File: src/rtl/fp_addsub_sequencer.sv
// Multi-cycle single-precision add/subtract controller: compare/swap, align,
// add/subtract through one shared significand adder, then iterative normalize.
module fp_addsub_sequencer #(
    parameter int EXP_WIDTH  = 8,
    parameter int MENT_WIDTH = 23
) (
    input  logic                          clk_in,
    input  logic                          rst_n_in,
    input  logic                          start_in,
    input  logic [EXP_WIDTH+MENT_WIDTH:0] operand1_in,
    input  logic [EXP_WIDTH+MENT_WIDTH:0] operand2_in,
    input  logic                          opcode_in,
    output logic                          ready_out,
    output logic                          busy_out,
    output logic                          done_out,
    output logic [EXP_WIDTH+MENT_WIDTH:0] result_out
);
    localparam int W     = 1 + EXP_WIDTH + MENT_WIDTH;
    localparam int SIG_W = MENT_WIDTH + 1;
    localparam int SUM_W = MENT_WIDTH + 2;
    localparam int XW    = EXP_WIDTH + 1;
    localparam logic [XW-1:0] EXP_MAX = {1'b0, {EXP_WIDTH{1'b1}}};
    localparam logic [XW-1:0] SIG_W_X = XW'(SIG_W);

    typedef enum logic [2:0] {IDLE, CMP, ALIGN, ADD, NORM, DONE} state_t;

    state_t           state, next_state;
    logic             sign_a, sign_b;
    logic [XW-1:0]    exp_a, exp_b, exp_diff, exp_inc, exp_dec;
    logic [SIG_W-1:0] sig_a, sig_b;
    logic [SUM_W-1:0] sum;
    logic [W-1:0]     result_r, norm_result;
    logic             swap;

    // Zero exponent means zero: denormal mantissas are flushed at capture.
    function automatic logic [SIG_W-1:0] unpack_sig(input logic [EXP_WIDTH-1:0] e,
                                                    input logic [MENT_WIDTH-1:0] m);
        return (e == '0) ? '0 : {1'b1, m};
    endfunction

    assign swap    = {exp_b, sig_b} > {exp_a, sig_a};
    assign exp_inc = exp_a + XW'(1);
    assign exp_dec = exp_a - XW'(1);

    always_ff @(posedge clk_in or negedge rst_n_in) begin
        if (!rst_n_in) state <= IDLE;
        else           state <= next_state;
    end

    always_comb begin
        next_state  = state;
        norm_result = '0;
        case (state)
            IDLE:  if (start_in) next_state = CMP;
            CMP:   next_state = ALIGN;
            ALIGN: next_state = ADD;
            ADD:   next_state = NORM;
            NORM: begin
                if (sum == '0) begin
                    next_state = DONE;
                end else if (sum[SUM_W-1]) begin
                    if (exp_inc == EXP_MAX) begin
                        next_state  = DONE;
                        norm_result = {sign_a, {EXP_WIDTH{1'b1}}, {MENT_WIDTH{1'b0}}};
                    end
                end else if (!sum[SUM_W-2]) begin
                    if (exp_dec == '0) begin
                        next_state  = DONE;
                        norm_result = {sign_a, {(W-1){1'b0}}};
                    end
                end else begin
                    next_state  = DONE;
                    norm_result = {sign_a, exp_a[EXP_WIDTH-1:0], sum[MENT_WIDTH-1:0]};
                end
            end
            DONE:    next_state = IDLE;
            default: next_state = IDLE;
        endcase
    end

    // Datapath: each state owns exactly one step of the mantissa path.
    always_ff @(posedge clk_in or negedge rst_n_in) begin
        if (!rst_n_in) begin
            sign_a   <= 1'b0;
            sign_b   <= 1'b0;
            exp_a    <= '0;
            exp_b    <= '0;
            exp_diff <= '0;
            sig_a    <= '0;
            sig_b    <= '0;
            sum      <= '0;
            result_r <= '0;
        end else begin
            case (state)
                IDLE: if (start_in) begin
                    sign_a <= operand1_in[W-1];
                    exp_a  <= {1'b0, operand1_in[W-2:MENT_WIDTH]};
                    sig_a  <= unpack_sig(operand1_in[W-2:MENT_WIDTH], operand1_in[MENT_WIDTH-1:0]);
                    sign_b <= operand2_in[W-1] ^ opcode_in;
                    exp_b  <= {1'b0, operand2_in[W-2:MENT_WIDTH]};
                    sig_b  <= unpack_sig(operand2_in[W-2:MENT_WIDTH], operand2_in[MENT_WIDTH-1:0]);
                end
                CMP: begin
                    if (swap) begin
                        sign_a   <= sign_b;
                        sign_b   <= sign_a;
                        exp_a    <= exp_b;
                        exp_b    <= exp_a;
                        sig_a    <= sig_b;
                        sig_b    <= sig_a;
                        exp_diff <= exp_b - exp_a;
                    end else begin
                        exp_diff <= exp_a - exp_b;
                    end
                end
                ALIGN: sig_b <= (exp_diff >= SIG_W_X) ? '0 : (sig_b >> exp_diff);
                ADD: begin
                    // The swap guarantees A >= B, so the two's-complement difference is non-negative.
                    if (sign_a == sign_b) sum <= {1'b0, sig_a} + {1'b0, sig_b};
                    else                  sum <= {1'b0, sig_a} + ~{1'b0, sig_b} + SUM_W'(1);
                end
                NORM: begin
                    if (next_state == DONE) begin
                        result_r <= norm_result;
                    end else if (sum[SUM_W-1]) begin
                        sum   <= sum >> 1;
                        exp_a <= exp_inc;
                    end else begin
                        sum   <= sum << 1;
                        exp_a <= exp_dec;
                    end
                end
                default: ;
            endcase
        end
    end

    assign ready_out  = (state == IDLE);
    assign busy_out   = (state != IDLE);
    assign done_out   = (state == DONE);
    assign result_out = result_r;

endmodule
File: config.mk
export PLATFORM = sky130hd
export DESIGN_NAME = fp_addsub_sequencer
export DESIGN_NICKNAME = d
export VERILOG_FILES = /design/src/rtl/fp_addsub_sequencer.sv
export SDC_FILE = /design/constraint.sdc
export NUM_CORES = 1
export LEC_CHECK = 0
export CORE_MARGIN = 2
export CORE_UTILIZATION = 40
export CTS_CLUSTER_SIZE = 8
export DETAILED_ROUTE_END_ITERATION = 6
export PLACE_DENSITY_LB_ADDON = 0.25
export SLEW_MARGIN = 15
export SYNTH_ARGS = -nofsm -noshare
export SYNTH_HDL_FRONTEND = slang
export SYNTH_SLANG_ARGS = --single-unit
File: constraint.sdc
create_clock -name clk_in -period 6.2 [get_ports clk_in]
set_input_delay 1.24 -clock clk_in [delete_from_list [all_inputs] [get_ports clk_in]]
set_output_delay 1.24 -clock clk_in [all_outputs]
set_load 0.1 [all_outputs]
Word-level counts from Yosys, hierarchy flattened

Cells that the tools add are included.

Add/subtract/negate cells: 7
$lt $le $gt $ge: 2
Equal/unequal tests: 11
Shifts and indexed selects: 1
Mux-type cells: 40
Bitwise gates (word level): 2
Reduce and logical (&&, ||, !) cells: 15

Operators with widths:

| kind                                                                   | count |
|---|---|
| 24-bit two-way mux                                                     | 7 |
| 32-bit two-way mux                                                     | 5 |
| 25-bit two-way mux                                                     | 3 |
| 24-bit one-hot mux with 3 select lines                                 | 1 |
| 9-bit two-way mux                                                      | 7 |
| 25-bit one-hot mux with 2 select lines                                 | 1 |
| 24-bit one-hot mux with 2 select lines                                 | 1 |
| 33-bit greater-than comparator                                         | 1 |
| 9-bit one-hot mux with 3 select lines                                  | 1 |
| 24-bit by 24-bit adder with 25-bit output                              | 1 |
| 24-bit by 25-bit adder with 25-bit output                              | 1 |
| 25-bit by 1-bit adder with 25-bit output (second input constant)       | 1 |
| 25-bit zero test                                                       | 1 |
| 24-bit inverter with 25-bit output                                     | 1 |
| 24-bit by 9-bit right shift with 24-bit output                         | 1 |
| 3-bit two-way mux                                                      | 6 |
| 9-bit one-hot mux with 2 select lines                                  | 1 |
| 9-bit subtractor                                                       | 2 |
| 8-bit zero test                                                        | 2 |
| 3-bit one-hot mux with 5 select lines                                  | 1 |
| 9-bit by 1-bit adder with 9-bit output (second input constant)         | 1 |
| 3-bit == test (second input constant)                                  | 3 |
| 9-bit by 8-bit == test with 1-bit output (second input constant)       | 1 |
| 9-bit by 5-bit >= comparator with 1-bit output (second input constant) | 1 |
| 15 further kinds                                                       | 27 |

Flip-flop bits (word level): 137
Input bits: 68
Word-level logic and storage cells: 88

Logic depth before layout (Yosys ltp)

Gate-level depths: netlist of run 1.

Depth in word-level cells: 10
Gate-level depth with buffers: 15
Mapped depth without buffers: 12

Worst setup path after synthesis of run 1

Ideal clock, no wire load.

Path kind: register to output
Start point: reg state[1]
End point: out ready_out
Arrival: 2107 ps
Data required time: 4960 ps
Slack: 2853 ps
Stages on the path, launching flop included: 4
Path buffers: 1
Cell sequence: dfrtp_1 -> clkbuf_1 -> or3_1 -> inv_1

Longest elaborated chain between the ends: 1

Ends and longest elaborated chain:

| item                     | RTL line | RTL |
|---|---|---|
| start: declaration       | 27       | `state_t state, next_state;` |
| start signal: assignment | 47       | `else state <= next_state;` |
| 3-bit zero test          | 138      | `assign ready_out = (state == IDLE);` |
| end: declaration         | 13       | `output logic ready_out,` |

Every way passes these cells.

Worst setup path in the final report of run 1

Start point: reg exp_a[6]
End point: reg sig_a[3]

Longest elaborated chain between the ends: 3

Ends and longest elaborated chain:

| item                           | RTL line | RTL |
|---|---|---|
| start: declaration             | 29       | `logic [XW-1:0] exp_a, exp_b, exp_diff, exp_inc, exp_dec;` |
| start signal: assignment       | 97       | `exp_a <= {1'b0, operand1_in[W-2:MENT_WIDTH]};` |
| start signal: assignment       | 107      | `exp_a <= exp_b;` |
| start signal: assignment       | 127      | `exp_a <= exp_inc;` |
| 33-bit greater-than comparator | 41       | `assign swap = {exp_b, sig_b} > {exp_a, sig_a};` |
| 2-bit != test (no line)        | -        |  |
| 3-bit AND reduction (no line)  | -        |  |
| end signal: assignment         | 98       | `sig_a <= unpack_sig(operand1_in[W-2:MENT_WIDTH], operand1_in[MENT_WIDTH-1:0]);` |
| end signal: assignment         | 109      | `sig_a <= sig_b;` |
| end: declaration               | 30       | `logic [SIG_W-1:0] sig_a, sig_b;` |

Every way passes these cells.
A chain may end at the register's enable or synchronous reset.

==> results of run 1 <==
[synthesized netlist by cell type, drive strengths merged, types with 5 or more instances]
library cell,n,area share
mux2i,56,0.047
o311ai,8,0.0058
a22oi,15,0.0094
and2,10,0.0052
o21bai,12,0.0075
a221oi,32,0.034
nand3,24,0.010
xor2,9,0.0066
o211ai,13,0.0098
nand4,10,0.0052
a222oi,16,0.013
xnor2,25,0.018
mux4,14,0.026
or3,7,0.0037
ha,94,0.098
dfrtp,137,0.29
o21ai,155,0.065
clkbuf,73,0.023
a21oi,144,0.060
nor3,27,0.011
buf,35,0.017
o22ai,12,0.0063
nand2,169,0.053
a31oi,18,0.0094
a21boi,5,0.0031
or2,5,0.0026
o31ai,5,0.0031
inv,94,0.029
nand2b,14,0.0073
nor2b,13,0.0068
nor3b,5,0.0031
nor4,15,0.0091
a211oi,16,0.011
a21o,18,0.011
nor2,113,0.036
and3,5,0.0026
[registers in the layout, summed over array words and instances, names as in the netlist]
register / flops
sign_a: 1
sig_a: 24
result_out: 32
sign_b: 1
exp_a: 9
sig_b: 24
exp_diff: 9
sum: 25
state: 3
exp_b: 9
[metrics by stage]
step                hold WS [ns]  utilization  instances  setup slack [ns]  instance area (sq um)
floorplan                  0.443            -       1476              2.85                  12000
global placement           0.461        0.446       1874              2.27                  13200
detailed placement         0.471        0.446       1874              2.17                  13200
CTS                        0.484        0.468       1906              2.14                  13800
global route               0.503        0.469       1907              1.63                  13900
finish                     0.474        0.469       1907              2.09                  13900
[final cells by class]
cell class / instances / area [sq um]
clock buffers: 21 / 470
clock inverters: 11 / 168
fillers: 2968 / 15700
inverters: 94 / 353
multi-input cells: 1137 / 7790
flip-flops and latches: 137 / 3430
well taps: 390 / 488
repair buffers: 117 / 1150
[critical path, delay by kind of cell (launching register included)]
kind	cells	cell delay [ns]
AND/OR/NAND/NOR	1	0.36
flip-flops	1	0.65
AO/OA/AOI/OAI	8	2.21
buffers and inverters	1	0.28
adder cells (fa/ha/maj)	1	0.46
[kinds of logic (layout without fill, tap and decap cells)]
family | after synthesis | in the layout | synth area share
AO/OA/AOI/OAI | 509 | 509 | 0.279
XOR/XNOR | 34 | 34 | 0.0248
adder cells (fa/ha/maj) | 98 | 98 | 0.105
buffers and inverters | 202 | 243 | 0.0689
flip-flops | 137 | 137 | 0.286
multiplexers | 72 | 72 | 0.0749
AND/OR/NAND/NOR | 424 | 424 | 0.162
[metal layers]
metal,vias up,global-route usage,part of all wire
met4,0,0.0575,0.017
met1,5391,0.370,0.49
li1,5401,-,-
met3,47,0.0354,0.073
met5,-,0,0
met2,447,0.341,0.42
[cells in the final DEF, fill, tap and decap left out, types with 26 or more instances in the layout]
| cell type | synthesis | final |
|---|---|---|
| sky130_fd_sc_hd__clkdlybuf4s50_1 | 0 | 101 |
| sky130_fd_sc_hd__dfrtp_1 | 137 | 136 |
| sky130_fd_sc_hd__mux2i_1 | 56 | 56 |
| sky130_fd_sc_hd__nand2_1 | 169 | 169 |
| sky130_fd_sc_hd__inv_1 | 92 | 92 |
| sky130_fd_sc_hd__a21oi_1 | 144 | 141 |
| sky130_fd_sc_hd__ha_1 | 94 | 94 |
| sky130_fd_sc_hd__o21ai_0 | 146 | 146 |
| sky130_fd_sc_hd__nor2_1 | 112 | 111 |
| sky130_fd_sc_hd__nor3_1 | 27 | 26 |
[worst paths after layout]
check / from / to
worst max-delay path: exp_a[6]$_DFFE_PN0P_ / sig_a[3]$_DFFE_PN0P_
worst min-delay path: result_out[19]$_DFFE_PN0P_ / result_out[19]$_DFFE_PN0P_
worst max register to register: exp_a[6]$_DFFE_PN0P_ / sig_a[3]$_DFFE_PN0P_
worst min register to register: result_out[19]$_DFFE_PN0P_ / result_out[19]$_DFFE_PN0P_
max in group asynchronous: rst_n_in / sig_a[14]$_DFFE_PN0P_
min in group asynchronous: rst_n_in / result_out[29]$_DFFE_PN0P_
==> flow_summary.html, run 1 <==
<table>
<tr><th>Metric</th><th>Value</th></tr>
<tr><th colspan="2">Min path</th></tr>
<tr><td>Class of the worst hold path</td><td>reg -&gt; reg</td></tr>
<tr><td>Worst hold stages</td><td>2</td></tr>
<tr><th colspan="2">Detailed routing</th></tr>
<tr><td>Starting DRC count in detailed routing</td><td>1279</td></tr>
<tr><td>Residual DRC count</td><td>0</td></tr>
<tr><td>Final wirelength</td><td>36700 microns</td></tr>
<tr><td>Count of TritonRoute iterations in the first routing pass</td><td>7</td></tr>
<tr><td>Detail-routed net length per standard cell</td><td>a little under 20 microns</td></tr>
<tr><td>Via count</td><td>~11k</td></tr>
<tr><td>Number of nets with antenna violations after routing</td><td>0</td></tr>
<tr><td>Detail-routed via count per cell</td><td>just under 6</td></tr>
<tr><th colspan="2">CTS</th></tr>
<tr><td>CTS clk-pin slew, worst paths</td><td>approximately 0.060 ns</td></tr>
<tr><td>Buffer depth of the longest clock path</td><td>2</td></tr>
<tr><td>Number of levels in the clock H-tree</td><td>4</td></tr>
<tr><td>Cts bufs inserted</td><td>17</td></tr>
<tr><td>Skew-Pair Late Insertion Delay</td><td>between 0.4 and 0.5 ns</td></tr>
<tr><td>TritonCTS Sinks</td><td>around 140</td></tr>
<tr><td>Resize count post-CTS</td><td>0</td></tr>
<tr><td>Root buffer cell</td><td>sky130_fd_sc_hd__clkbuf_16</td></tr>
<tr><td>TritonCTS clock tree</td><td>built</td></tr>
<tr><td>Cts hold-fix bufs</td><td>0</td></tr>
<tr><td>Total setup buffers inserted after CTS</td><td>0</td></tr>
<tr><th colspan="2">Critical path</th></tr>
<tr><td>Worst reg2reg setup slack</td><td>approximately 2.1 ns</td></tr>
<tr><td>Maximum fanout count along the critical path</td><td>70</td></tr>
<tr><td>WP data arrival</td><td>around 4.5 ns</td></tr>
<tr><td>Worst Setup Start Kind</td><td>flop</td></tr>
<tr><td>Kind of critical path</td><td>reg -&gt; reg</td></tr>
<tr><td>Delay contributed by the slowest stage of the critical path</td><td>0.80 ns</td></tr>
<tr><td>Worst endpoint required time</td><td>about 6.6 ns</td></tr>
<tr><td>Critical path endpoint category</td><td>flop</td></tr>
<tr><td>Most numerous cell on the critical path</td><td>sky130_fd_sc_hd__a21oi_1</td></tr>
<tr><td>Worst-case reg-to-reg path depth</td><td>11</td></tr>
<tr><td>Worst path slowest cell</td><td>sky130_fd_sc_hd__o2bb2a_4</td></tr>
<tr><td>Chain of cells forming the critical path</td><td>inv_1, ha_1, a21oi_1, o21bai_1, a221o_1, o21ai_1, a21oi_1, nor2_4, o2bb2a_4, a221oi_1, a21oi_1</td></tr>
<tr><th colspan="2">Placement</th></tr>
<tr><td>Port bufs</td><td>approximately 100</td></tr>
<tr><td>Placer congestion estimate</td><td>0.926</td></tr>
<tr><td>Final HPWL from detailed placement</td><td>around 27000 microns</td></tr>
<tr><th colspan="2">Job</th></tr>
<tr><td># Max-Cap Violations</td><td>0</td></tr>
<tr><th colspan="2">Run status</th></tr>
<tr><td>Outcome</td><td>complete, no violations</td></tr>
<tr><th colspan="2">Cells and area</th></tr>
<tr><td>Antenna diode count</td><td>0</td></tr>
<tr><td>Fraction of final layout cells sized beyond drive strength 1</td><td>0.0712</td></tr>
<tr><td>Number of nets in the finished design</td><td>~1.7k</td></tr>
<tr><td>Area Growth Syn to Fin</td><td>15.5%</td></tr>
<tr><th colspan="2">Timing</th></tr>
<tr><td>Slew of the pin with the lowest slew margin</td><td>between 1 and 1.5 ns</td></tr>
<tr><td>Slew Limit Fails</td><td>0</td></tr>
<tr><td>Number of failing setup endpoints in the final timing report</td><td>0</td></tr>
<tr><td>Setup TNS Final</td><td>0 ns</td></tr>
<tr><td>Worst slew margin relative to its limit</td><td>0.259</td></tr>
<tr><td>Achievable frequency</td><td>243 MHz</td></tr>
<tr><td>Setup repair after global routing missed its margin</td><td>no</td></tr>
<tr><td>Final clock period utilization by the worst path</td><td>0.663</td></tr>
<tr><td>Final clock skew</td><td>0.0139 ns</td></tr>
<tr><td>Final hold vios</td><td>0</td></tr>
<tr><td>Post-layout min period</td><td>roughly 4.1 ns</td></tr>
<tr><th colspan="2">Logic synthesis</th></tr>
<tr><td>Mapped Cells</td><td>approximately 1.5k</td></tr>
<tr><td>Number of synthesized register bits</td><td>between 100 and 150</td></tr>
<tr><td>Count of cell types in the netlist</td><td>75</td></tr>
<tr><td>Share of synthesized area occupied by flip-flops and latches</td><td>0.286</td></tr>
<tr><td>Proportion of synthesized flip-flops having asynchronous set or reset</td><td>1.00</td></tr>
<tr><td>Cell area after technology mapping</td><td>0.0120 sq mm</td></tr>
<tr><td>Count of flip-flops with a built-in enable after synthesis</td><td>0</td></tr>
<tr><td>Main flop type after synthesis</td><td>sky130_fd_sc_hd__dfrtp_1</td></tr>
<tr><td>Post-Synthesis Net Count</td><td>1642</td></tr>
<tr><td>Yosys warning count</td><td>0</td></tr>
<tr><td>Average footprint of a synthesized cell</td><td>between 8 and 9 sq um</td></tr>
<tr><th colspan="2">Floorplanning</th></tr>
<tr><td>IO Count</td><td>about 100</td></tr>
<tr><td>Row cnt</td><td>63</td></tr>
<tr><td>Initial Utilization</td><td>0.406</td></tr>
<tr><td>Die Outline Area</td><td>~0.031 sq mm</td></tr>
<tr><td>Core Region</td><td>between 0.02 and 0.03 sq mm</td></tr>
<tr><td>Vertical die dimension</td><td>around 180 microns</td></tr>
<tr><td>Chip Width</td><td>around 180 microns</td></tr>
<tr><th colspan="2">Global routing</th></tr>
<tr><td>Largest net degree at the start of global routing</td><td>95</td></tr>
<tr><td>Initial antenna violation count</td><td>0</td></tr>
<tr><td>Wire length of the first global-routing pass</td><td>59200 microns</td></tr>
<tr><td>Number of global-route vias before repair</td><td>between 10k and 15k</td></tr>
<tr><td>Global router's overall resource usage</td><td>0.238</td></tr>
<tr><td>Residual overflow from global routing</td><td>0</td></tr>
</table>
Power of run 1 is left out: the tool's default activity adds up to more than one toggle a clock period on the data nets, which glitch-free logic cannot reach.
==> run 2, diff against run 1 <==
==> constraint.sdc (replaced) <==
create_clock -name clk_in -period 3.36 [get_ports clk_in]
set_input_delay 0.672 -clock clk_in [delete_from_list [all_inputs] [get_ports clk_in]]
set_output_delay 0.672 -clock clk_in [all_outputs]
set_load 0.1 [all_outputs]
==> flow_summary.html, run 2 (synthesis results as in run 1) <==
<table>
<tr><th>Metric</th><th>Value</th></tr>
<tr><th colspan="2">Job</th></tr>
<tr><td># Max-Cap Violations</td><td>0 (unchanged)</td></tr>
<tr><th colspan="2">Floorplanning</th></tr>
<tr><td>IO Count</td><td>103 (unchanged)</td></tr>
<tr><td>Chip Width</td><td>177 microns (unchanged)</td></tr>
<tr><td>Vertical die dimension</td><td>177 microns (unchanged)</td></tr>
<tr><td>Die Outline Area</td><td>0.0314 sq mm (unchanged)</td></tr>
<tr><td>Row cnt</td><td>63 (unchanged)</td></tr>
<tr><td>Core Region</td><td>0.0296 sq mm (unchanged)</td></tr>
<tr><td>Initial Utilization</td><td>0.406 (unchanged)</td></tr>
<tr><th colspan="2">Critical path</th></tr>
<tr><td>Worst Setup Start Kind</td><td>flop (unchanged)</td></tr>
<tr><td>CP bufs+invs</td><td>2 (was 1)</td></tr>
<tr><td>Kind of cell adding the most delay to the critical path</td><td>compound AO/OA/AOI/OAI gates (unchanged)</td></tr>
<tr><td>Maximum fanout count along the critical path</td><td>8 (was 70)</td></tr>
<tr><td>Kind of critical path</td><td>reg -&gt; reg (unchanged)</td></tr>
<tr><td>Chain of cells forming the critical path</td><td>inv_1, ha_1, and3_1, o2bb2ai_1, a31oi_1, buf_4, o221ai_1, a221oi_2, o21ai_0, nor3b_1, or3_1, a32o_1 (was inv_1, ha_1, a21oi_1, o21bai_1, a221o_1, o21ai_1, a21oi_1, nor2_4, o2bb2a_4, a221oi_1, a21oi_1)</td></tr>
<tr><td>Critical Path Source</td><td>sig_a[5]$_DFFE_PN0P_ (was exp_a[6]$_DFFE_PN0P_)</td></tr>
<tr><td>WP data arrival</td><td>3.51 ns (was 4.46 ns)</td></tr>
<tr><td>Delay contributed by the slowest stage of the critical path</td><td>0.42 ns (was 0.80 ns)</td></tr>
<tr><td>Critical path endpoint category</td><td>flop (unchanged)</td></tr>
<tr><td>Worst endpoint required time</td><td>3.68 ns (was 6.55 ns)</td></tr>
<tr><td>Worst path slowest cell</td><td>sky130_fd_sc_hd__dfrtp_1 (was sky130_fd_sc_hd__o2bb2a_4)</td></tr>
<tr><td>Startpoint of the worst register-to-register path</td><td>sig_a[5]$_DFFE_PN0P_ (was exp_a[6]$_DFFE_PN0P_)</td></tr>
<tr><th colspan="2">Timing</th></tr>
<tr><td>Slew Limit Fails</td><td>0 (unchanged)</td></tr>
<tr><td>Number of failing setup endpoints in the final timing report</td><td>0 (unchanged)</td></tr>
<tr><td>Setup TNS Final</td><td>0 ns (unchanged)</td></tr>
<tr><td>Final clock skew</td><td>0.0119 ns (was 0.0139 ns)</td></tr>
<tr><td>Post-route setup slack</td><td>0.170 ns (was 2.09 ns)</td></tr>
<tr><td>Worst slew margin relative to its limit</td><td>0.515 (was 0.259)</td></tr>
<tr><td>Final hold vios</td><td>0 (unchanged)</td></tr>
<tr><td>Achievable frequency</td><td>314 MHz (was 243 MHz)</td></tr>
<tr><td>Setup repair after global routing missed its margin</td><td>no (unchanged)</td></tr>
<tr><td>Post-layout min period</td><td>3.19 ns (was 4.11 ns)</td></tr>
<tr><td>Slew of the pin with the lowest slew margin</td><td>0.721 ns (was 1.11 ns)</td></tr>
<tr><td>Final clock period utilization by the worst path</td><td>0.949 (was 0.663)</td></tr>
<tr><th colspan="2">Detailed routing</th></tr>
<tr><td>Via count</td><td>11.3k (about the same)</td></tr>
<tr><td>Number of nets with antenna violations after routing</td><td>0 (unchanged)</td></tr>
<tr><td>Detail-routed via count per cell</td><td>5.75 (was 5.92)</td></tr>
<tr><td>Starting DRC count in detailed routing</td><td>1218 (was 1279)</td></tr>
<tr><td>Residual DRC count</td><td>1 (was 0)</td></tr>
<tr><td>Count of TritonRoute iterations in the first routing pass</td><td>7 (unchanged)</td></tr>
<tr><td>Detail-routed net length per standard cell</td><td>19.0 microns (was 19.2 microns)</td></tr>
<tr><td>Final wirelength</td><td>37500 microns (was 36700 microns)</td></tr>
<tr><th colspan="2">Global routing</th></tr>
<tr><td>Wire length of the first global-routing pass</td><td>59400 microns (was 59200 microns)</td></tr>
<tr><td>Initial antenna violation count</td><td>0 (unchanged)</td></tr>
<tr><td>Global router's overall resource usage</td><td>0.242 (was 0.238)</td></tr>
<tr><td>Residual overflow from global routing</td><td>0 (unchanged)</td></tr>
<tr><td>Largest net degree at the start of global routing</td><td>69 (was 95)</td></tr>
<tr><td>Number of global-route vias before repair</td><td>10.6k (was 10.3k)</td></tr>
<tr><th colspan="2">CTS</th></tr>
<tr><td>CTS clk-pin slew, worst paths</td><td>0.07 ns (was 0.06 ns)</td></tr>
<tr><td>TritonCTS Sinks</td><td>137 (unchanged)</td></tr>
<tr><td>Cts bufs inserted</td><td>17 (unchanged)</td></tr>
<tr><td>Cts hold-fix bufs</td><td>0 (unchanged)</td></tr>
<tr><td>Root buffer cell</td><td>sky130_fd_sc_hd__clkbuf_16 (unchanged)</td></tr>
<tr><td>Number of levels in the clock H-tree</td><td>4 (unchanged)</td></tr>
<tr><td>Skew-Pair Late Insertion Delay</td><td>0.43 ns (about the same)</td></tr>
<tr><td>TritonCTS clock tree</td><td>built (unchanged)</td></tr>
<tr><td>Buffer depth of the longest clock path</td><td>2 (unchanged)</td></tr>
<tr><th colspan="2">Placement</th></tr>
<tr><td>Final HPWL from detailed placement</td><td>28500 microns (was 27100 microns)</td></tr>
<tr><td>Post-placement worst setup slack</td><td>0.172 ns (was 2.17 ns)</td></tr>
<tr><td>Placer congestion estimate</td><td>0.959 (was 0.926)</td></tr>
<tr><td>Port bufs</td><td>102 (unchanged)</td></tr>
<tr><th colspan="2">Cells and area</th></tr>
<tr><td>Number of nets in the finished design</td><td>1737 (was 1670)</td></tr>
<tr><td>Area occupied by registers</td><td>0.00343 sq mm (unchanged)</td></tr>
<tr><td>Fraction of final layout cells sized beyond drive strength 1</td><td>0.138 (was 0.0712)</td></tr>
<tr><td>Antenna diode count</td><td>0 (unchanged)</td></tr>
<tr><td>Commonest non-fill, non-tap cell in the layout</td><td>sky130_fd_sc_hd__nand2_1 (unchanged)</td></tr>
<tr><td>Area Growth Syn to Fin</td><td>19.4% (was 15.5%)</td></tr>
<tr><td>Total area of multi-input combinational cells</td><td>0.00782 sq mm (was 0.00779 sq mm)</td></tr>
<tr><td>Number of fill cells</td><td>2875 (was 2968)</td></tr>
<tr><td>Most frequent cells in the layout</td><td>sky130_fd_sc_hd__nand2_1, sky130_fd_sc_hd__o21ai_0, sky130_fd_sc_hd__a21oi_1 (unchanged)</td></tr>
<tr><td>Largest register FFs</td><td>32 (unchanged)</td></tr>
<tr><th colspan="2">Run status</th></tr>
<tr><td>Outcome</td><td>finished, violations left (was complete, no violations)</td></tr>
<tr><td>Violations in the final reports</td><td>design-rule violations</td></tr>
<tr><th colspan="2">Min path</th></tr>
<tr><td>Class of the worst hold path</td><td>in -&gt; async (was reg -&gt; reg)</td></tr>
</table>
[run 2: cell count changes in the layout (fill, tap and decap cells not counted), sizes merged]
cell,previous run,this run
inv,95,96
buf,16,118
clkdlybuf4s50,101,66
bufinv,4,3
clkinvlp,2,4
clkbuf,21,19
[run 2: per-stage QoR]
| stage | utilization | cell area [sq um] | std cells | hold WS (ns) |
|---|---|---|---|---|
| 4_1_cts | 0.484 | 14300 | 1973 | 0.276 |
| 5_1_grt | 0.485 | 14300 | 1974 | 0.290 |
| 3_5_place_dp | 0.463 | 13700 | 1941 | 0.472 |
| 2_1_floorplan | - | 12000 | 1476 | 0.376 |
| 3_3_place_gp | 0.463 | 13700 | 1941 | 0.464 |
| 6_report | 0.485 | 14300 | 1974 | 0.245 |
[run 2: what timing repair did]
action                     in CTS  in global routing
setup buffers                   0                  1
setup endpoints to repair       0                  6
resized for setup               0                  8
[run 2: per-layer routing]
layer,GRT usage,part of all wire,routed length [microns]
met4,0.0599,0.017,647
met2,0.354,0.42,15900
met1,0.367,0.49,18400
met3,0.0395,0.067,2530
met5,0,0,0
[run 2: final timing paths]
check / endpoint / slack, ns / depth (start not counted)
max reg2reg: sum[22]$_DFFE_PN0P_ / 0.17 / 12
min in group clk_in: result_out[4]$_DFFE_PN0P_ / 0.48 / 2
max: sum[22]$_DFFE_PN0P_ / 0.17 / 12
max in group asynchronous: sig_b[6]$_DFFE_PN0P_ / 2.34 / 2
min: result_out[29]$_DFFE_PN0P_ / 0.24 / 1
min reg2reg: result_out[4]$_DFFE_PN0P_ / 0.48 / 2
[run 2: final cells by class]
| class | count | share of cell area |
|---|---|---|
| multi-input cells | 1137 | 0.546 |
| clock inverters | 13 | 0.0118 |
| flip-flops and latches | 137 | 0.239 |
| well taps | 390 | 0.0341 |
| inverters | 94 | 0.0246 |
| clock buffers | 19 | 0.0309 |
| repair buffers | 184 | 0.113 |
Power of run 2 is left out for the same reason.
